[config.mk]
export PLATFORM = sky130hd
export DESIGN_NAME = mem_initiator
export DESIGN_NICKNAME = d
export VERILOG_FILES = /design/src/rtl/mem_init_pkg.sv /design/src/rtl/mem_initiator.sv
export SDC_FILE = /design/constraint.sdc
export NUM_CORES = 1
export LEC_CHECK = 0
export CAP_MARGIN = 20
export CORE_MARGIN = 1.5
export CORE_UTILIZATION = 45
export DETAILED_ROUTE_END_ITERATION = 10
export PLACE_DENSITY = 0.82
export SYNTH_ARGS = -nofsm -noshare
export SYNTH_HDL_FRONTEND = slang
export SYNTH_SLANG_ARGS = --single-unit
[constraint.sdc]
create_clock -name clk -period 2.25 [get_ports clk]
set_input_delay 0.45 -clock clk [delete_from_list [all_inputs] [get_ports clk]]
set_output_delay 0.45 -clock clk [all_outputs]
set_load 0.01 [all_outputs]
[src/rtl/mem_init_pkg.sv]
`default_nettype none
// +---------------------------------------------------------------------------+
// | mem_init_pkg : shared state encoding, default widths and request type.    |
// | Rev 1.0                                                                   |
// +---------------------------------------------------------------------------+
package mem_init_pkg;

  localparam int DEF_ADDR_W = 5;
  localparam int DEF_DATA_W = 8;
  localparam int DEF_LEN_W  = 3;

  typedef enum logic [1:0] {
    IDLE = 2'd0,
    WR   = 2'd1,
    RD   = 2'd2,
    CAP  = 2'd3
  } state_e;

  typedef struct packed {
    logic                  write;
    logic [DEF_ADDR_W-1:0] addr;
    logic [DEF_LEN_W-1:0]  len;
  } req_t;

endpackage
`default_nettype wire

[src/rtl/mem_initiator.sv]
`default_nettype none
// +---------------------------------------------------------------------------+
// | mem_initiator : burst read/write initiator for the 8x32 synchronous       |
// | memory. `define MEM_INIT_RD_PIPE_EN pipelines read beats. Rev 1.0         |
// +---------------------------------------------------------------------------+
module mem_initiator
  import mem_init_pkg::*;
#(
  parameter int ADDR_W = DEF_ADDR_W,
  parameter int DATA_W = DEF_DATA_W,
  parameter int LEN_W  = DEF_LEN_W
) (
  input  logic              clk,
  input  logic              rst_n,
  input  logic              req_valid,
  output logic              req_ready,
  input  logic              req_write,
  input  logic [ADDR_W-1:0] req_addr,
  input  logic [LEN_W-1:0]  req_len,
  input  logic [DATA_W-1:0] req_wdata,
  output logic              wdata_pop,
  output logic              rsp_valid,
  output logic [DATA_W-1:0] rsp_rdata,
  output logic [ADDR_W-1:0] rsp_addr,
  output logic              rsp_last,
  output logic              mem_read,
  output logic              mem_write,
  output logic [ADDR_W-1:0] mem_addr,
  output logic [DATA_W-1:0] mem_data_in,
  input  logic [DATA_W-1:0] mem_data_out
);

  state_e            state_q, state_d;
  logic [ADDR_W-1:0] addr_q, addr_d;
  logic [LEN_W-1:0]  left_q, left_d;
  logic              mem_read_q, mem_read_d;
  logic              mem_write_q, mem_write_d;
  logic [ADDR_W-1:0] mem_addr_q, mem_addr_d;
  logic [DATA_W-1:0] mem_data_in_q, mem_data_in_d;
  logic              last_q, last_d;
  logic              wdata_pop_q, wdata_pop_d;
  logic              ready_q;
  logic              p1_valid_q, p1_last_q;
  logic [ADDR_W-1:0] p1_addr_q;
  logic              rsp_valid_q, rsp_last_q;
  logic [DATA_W-1:0] rsp_rdata_q;
  logic [ADDR_W-1:0] rsp_addr_q;

  always_comb begin
    state_d       = state_q;
    addr_d        = addr_q;
    left_d        = left_q;
    mem_read_d    = 1'b0;
    mem_write_d   = 1'b0;
    mem_addr_d    = mem_addr_q;
    mem_data_in_d = mem_data_in_q;
    last_d        = 1'b0;
    wdata_pop_d   = 1'b0;
    case (state_q)
      IDLE: begin
        if (req_valid && ready_q) begin
          mem_addr_d = req_addr;
          addr_d     = ADDR_W'(req_addr + 1'b1);
          left_d     = req_len;
          last_d     = (req_len == '0);
          if (req_write) begin
            state_d       = WR;
            mem_write_d   = 1'b1;
            mem_data_in_d = req_wdata;
            wdata_pop_d   = 1'b1;
          end else begin
            state_d    = RD;
            mem_read_d = 1'b1;
          end
        end
      end
      WR: begin
        if (left_q != '0) begin
          mem_write_d   = 1'b1;
          mem_addr_d    = addr_q;
          mem_data_in_d = req_wdata;
          wdata_pop_d   = 1'b1;
          addr_d        = ADDR_W'(addr_q + 1'b1);
          left_d        = LEN_W'(left_q - 1'b1);
        end else begin
          state_d = IDLE;
        end
      end
`ifdef MEM_INIT_RD_PIPE_EN
      RD: begin
        // Keep issuing back-to-back; CAP only drains the in-flight beats.
        if (left_q != '0) begin
          mem_read_d = 1'b1;
          mem_addr_d = addr_q;
          addr_d     = ADDR_W'(addr_q + 1'b1);
          left_d     = LEN_W'(left_q - 1'b1);
          last_d     = (left_q == LEN_W'(1));
        end else begin
          state_d = CAP;
        end
      end
      CAP: state_d = IDLE;
`else
      RD:  state_d = CAP;
      CAP: begin
        if (left_q != '0) begin
          state_d    = RD;
          mem_read_d = 1'b1;
          mem_addr_d = addr_q;
          addr_d     = ADDR_W'(addr_q + 1'b1);
          left_d     = LEN_W'(left_q - 1'b1);
          last_d     = (left_q == LEN_W'(1));
        end else begin
          state_d = IDLE;
        end
      end
`endif
      default: state_d = IDLE;
    endcase
  end

  always_ff @(posedge clk or negedge rst_n) begin
    if (!rst_n) begin
      state_q       <= IDLE;
      addr_q        <= '0;
      left_q        <= '0;
      mem_read_q    <= 1'b0;
      mem_write_q   <= 1'b0;
      mem_addr_q    <= '0;
      mem_data_in_q <= '0;
      last_q        <= 1'b0;
      wdata_pop_q   <= 1'b0;
      ready_q       <= 1'b0;
    end else begin
      state_q       <= state_d;
      addr_q        <= addr_d;
      left_q        <= left_d;
      mem_read_q    <= mem_read_d;
      mem_write_q   <= mem_write_d;
      mem_addr_q    <= mem_addr_d;
      mem_data_in_q <= mem_data_in_d;
      last_q        <= last_d;
      wdata_pop_q   <= wdata_pop_d;
      ready_q       <= (state_d == IDLE);
    end
  end

  // Memory updates data_out on the edge after a read issue; sample one edge later.
  always_ff @(posedge clk or negedge rst_n) begin
    if (!rst_n) begin
      p1_valid_q  <= 1'b0;
      p1_addr_q   <= '0;
      p1_last_q   <= 1'b0;
      rsp_valid_q <= 1'b0;
      rsp_rdata_q <= '0;
      rsp_addr_q  <= '0;
      rsp_last_q  <= 1'b0;
    end else begin
      p1_valid_q  <= mem_read_q;
      p1_addr_q   <= mem_addr_q;
      p1_last_q   <= mem_read_q & last_q;
      rsp_valid_q <= p1_valid_q;
      rsp_last_q  <= p1_last_q;
      if (p1_valid_q) begin
        rsp_rdata_q <= mem_data_out;
        rsp_addr_q  <= p1_addr_q;
      end
    end
  end

  assign req_ready   = ready_q;
  assign wdata_pop   = wdata_pop_q;
  assign mem_read    = mem_read_q;
  assign mem_write   = mem_write_q;
  assign mem_addr    = mem_addr_q;
  assign mem_data_in = mem_data_in_q;
  assign rsp_valid   = rsp_valid_q;
  assign rsp_rdata   = rsp_rdata_q;
  assign rsp_addr    = rsp_addr_q;
  assign rsp_last    = rsp_last_q;

endmodule
`default_nettype wire
==> impl.org <==
** Hold path
- The tightest min-delay check is of the register to register type.
- Hold wc startpoint :: p1_last_q

** Floorplanning
- Core Rows :: 25
- The core region is 0.004692 mm².
- The die is 72.72 µm wide.
- Once the floorplan was initialized, standard cells occupied 46.61% of the core.
- Die outline height :: 72.72 µm
- The floorplan step defined a die boundary enclosing 0.005287 mm².
- Pin placement for this block handled 60 I/O pins.

** Clocking
- TritonCTS built the clock tree.
- Maximum root-to-sink buffer count :: 2
- Clock-pin transition on the worst setup and hold timing paths :: 0.09 ns
- The cell sitting at the root of the clock tree is a clkbuf_8.
- Buffers inserted by post-CTS timing repair :: 0
- The number of clock buffers added by TritonCTS is 5.
- Number of clock sinks :: 49
- For the worst-skew pair, the clock arrives at the later sink with an insertion delay of 0.30 ns.
- The H-tree was split into 2 levels.

** Route
- Dividing the detail-routed via count by the number of cells gives 5.135.
- The first routing iteration left 49 violations.
- Number of DRC violations after detailed routing :: 0
- Wire length per cell after detailed routing :: 13.22 µm
- The detail route stage leaves a number of antenna-violating nets equal to 0.
- Total iterations of the first detailed-routing run :: 4
- Summed over all layers, the routed wires come to 3925 µm.
- Detailed routing inserted a total of 1,525 vias.

** Timing
- Portion of the clock cycle consumed by the worst path in the final layout :: 93.30%
- WHS :: 0.3747 ns
- Endpoints failing setup :: 0
- The number of max-slew violations in the final report is 0.
- Between clock sinks in the finished design, the worst skew comes to 0.006954 ns.
- At the pin with the least slew margin, the transition time is 0.5365 ns.
- Time the final worst path needs with I/O delays and setup :: 2.099 ns
- Measured against its own limit, the worst slew margin works out to 64.23%.
- FMAX :: 0.4763 GHz
- In the post-route analysis, the smallest setup slack over all paths is 0.1507 ns.
- The hold violation total from the final report was 0.
- RSZ-0062 raised after global routing :: no
- After routing, the total negative slack on setup checks comes to 0 ns.

** Final layout
- For this run, the post-layout net count is 279.
- Share of post-route cells with drive strength above 1 :: 20.99%
- In the final layout, the multi-input gates occupy 899.6 µm².
- Counting the fill cells in the layout gives 372.
- Sequential Area :: 0.001226 mm²
- Leading cell types in the layout, fill and taps excluded :: 58 x clkdlybuf4s50_1, 49 x dfrtp_1, 24 x mux2_2, 20 x nand2_1
- 0 antenna diodes ended up in the layout.
- Leading cell type in the layout, fill and taps excluded :: clkdlybuf4s50_1
- Syn-to-layout area delta :: 34.44%

** Power
- Static Leakage :: 1.268 nW
- IR analysis of the VDD net gives a maximum drop of 452.9 µV.
- For this design the ratio of total power to cell area is 1506 mW/mm².

** Setup path
- STA classifies the critical path startpoint as a register.
- The critical path starts at state_q[1].
- Kind of end point of the critical path :: register
- STA puts the critical path data required time at 2.42 ns.
- The largest single stage delay on the critical path is 0.48 ns.
- The worst register-to-register path begins at state_q[1].
- The setup path with the least slack is of type register to register.
- Arr. time, crit path :: 2.27 ns
- In this run the worst path has a maximum fanout of 15.
- Among cell families on the critical path, the largest total delay comes from compound AO/OA/AOI/OAI gates.
- The signal on the critical path passes through inv_1, ha_1, or2_4, a221o_2, o21ai_0, a22oi_1.
- Critical path's slowest cell :: a221o_2
- Counting both buffers and inverters, the worst setup path holds a total of 1.

** Synthesis
- Fraction of synthesis flops using an asynchronous set or reset pin :: 100.0%
- During synthesis, Yosys emitted a total of 0 warnings.
- Synthesis produced a netlist with a net count of 213.
- Yosys mapped a number of flops with a built-in enable equal to 0.
- Sequential cell area fraction in the yosys report :: 56.06%
- Most used flip-flop cell after synthesis :: dfrtp_1
- Cell variety after synth :: 40
- Dividing the synthesized area by the synthesized cell count gives 12.43 µm².
- Synthesis produced 176 cells.
- After synthesis the cells add up to 0.002187 mm².
- In this run, synthesis produced a sequential element count of 49.

** Run
- Max Cap Violations :: 0

** Global route
- First-pass GRT wire length :: 6423 µm
- Pin count of the biggest net entering global routing :: 24
- The initial antenna violation count was 0.
- Number of global-route vias before repair :: 1,496
- Global routing used 15.48% of the available tracks across all layers.
- The total overflow left after global routing is 0.

** Place
- Routability Congestion :: 0.8697
- Before CTS, the worst setup slack after placement is 0.08066 ns.
- Buffers placed on the I/O ports in this run total 59.
- The HPWL after detailed placement is 2953 µm.

** Outcome
- The flow ran to the end, and the final reports show no timing, DRC or antenna violations.
## path summary, 6_finish.rpt
| kind | slack (ns) | cells after the start | to |
|---|---|---|---|
| min in group asynchronous | 0.54 | 2 | rsp_rdata[2] |
| min | 0.37 | 0 | rsp_last |
| min reg2reg | 0.37 | 0 | rsp_last |
| max reg2reg | 0.15 | 6 | addr_q[2] |
| max | 0.15 | 6 | addr_q[2] |
| max in group asynchronous | 1.18 | 3 | rsp_addr[3] |
## metrics by stage
step,util [%],power [mW],cells,instance area [µm²]
floorplan,-,3.083,176,2187
global placement,60.40,3.854,288,2834
detailed placement,60.40,3.917,288,2834
CTS,62.64,4.461,297,2939
global route,62.67,4.771,297,2940
finish,62.67,4.429,297,2940
## logic make-up after synthesis
group,count (synthesis),synth area share (%)
buf+inv,11,2.860
xor+xnor,2,0.8011
compound gates,32,10.76
fa+ha+maj,9,5.149
mux,29,14.65
flops,49,56.06
simple gates,44,9.726
## Yosys cell counts (all sizes together), types with 2 or more instances
| cell type | n | area share (%) |
|---|---|---|
| nor2 | 8 | 1.4 |
| inv | 5 | 0.86 |
| a21oi | 10 | 2.5 |
| o22ai | 2 | 0.57 |
| o21ai | 8 | 2.3 |
| nand2b | 2 | 0.57 |
| a31oi | 3 | 0.86 |
| and2 | 2 | 0.57 |
| or2 | 2 | 0.69 |
| nand3 | 3 | 0.69 |
| mux2i | 5 | 2.3 |
| buf | 6 | 2.0 |
| mux2 | 24 | 12 |
| dfrtp | 49 | 56 |
| nand2 | 21 | 3.7 |
| ha | 9 | 5.1 |
## power breakdown
| part | internal [mW] | switching, mW |
|---|---|---|
| registers | 1.31 | 0.280 |
| clock network | 0.226 | 0.299 |
| logic | 1.27 | 1.04 |
## area by class of cell
class	count	share of cell area (%)
inverters	5	0.6383
flip-flops and latches	49	41.70
repair buffers	65	21.53
clock buffers	5	2.340
well taps	54	2.298
clock inverters	3	0.8936
multi-input cells	116	30.60
## worst register-to-register path, stage by stage, from the launching register on
cell     delay [ns]
dfrtp_1        0.45
inv_1          0.09
ha_1           0.27
or2_4          0.31
a221o_2        0.48
o21ai_0        0.26
a22oi_1        0.12
## registers in the layout (all words and copies together), names as in the netlist
name and cells:
p1_last_q 1, wdata_pop 1, state_q 2, rsp_addr 5
last_q 1, p1_valid_q 1, rsp_last 1, rsp_valid 1
req_ready 1, mem_addr 5, mem_read 1, rsp_rdata 8
left_q 3, p1_addr_q 5, mem_data_in 8, addr_q 5
## metal layers
layer / track usage, % / vias up / routed length [µm] / part of all wire [%]
li1: - / 748 / - / -
met1: 17.80 / 722 / 1708 / 44
met2: 27.52 / 51 / 1926 / 49
met3: 4.972 / 4 / 259 / 6.6
met4: 4.403 / 0 / 30 / 0.76
met5: 0 / - / 0 / 0
## repair_timing
| action | CTS | global route |
|---|---|---|
| resized for setup | 0 | 1 |
| setup endpoints to repair | 0 | 1 |
| endpoints found under the hold margin | 8 | 0 |
| hold buffers | 1 | 0 |
(Power assumes the default switching activity.)
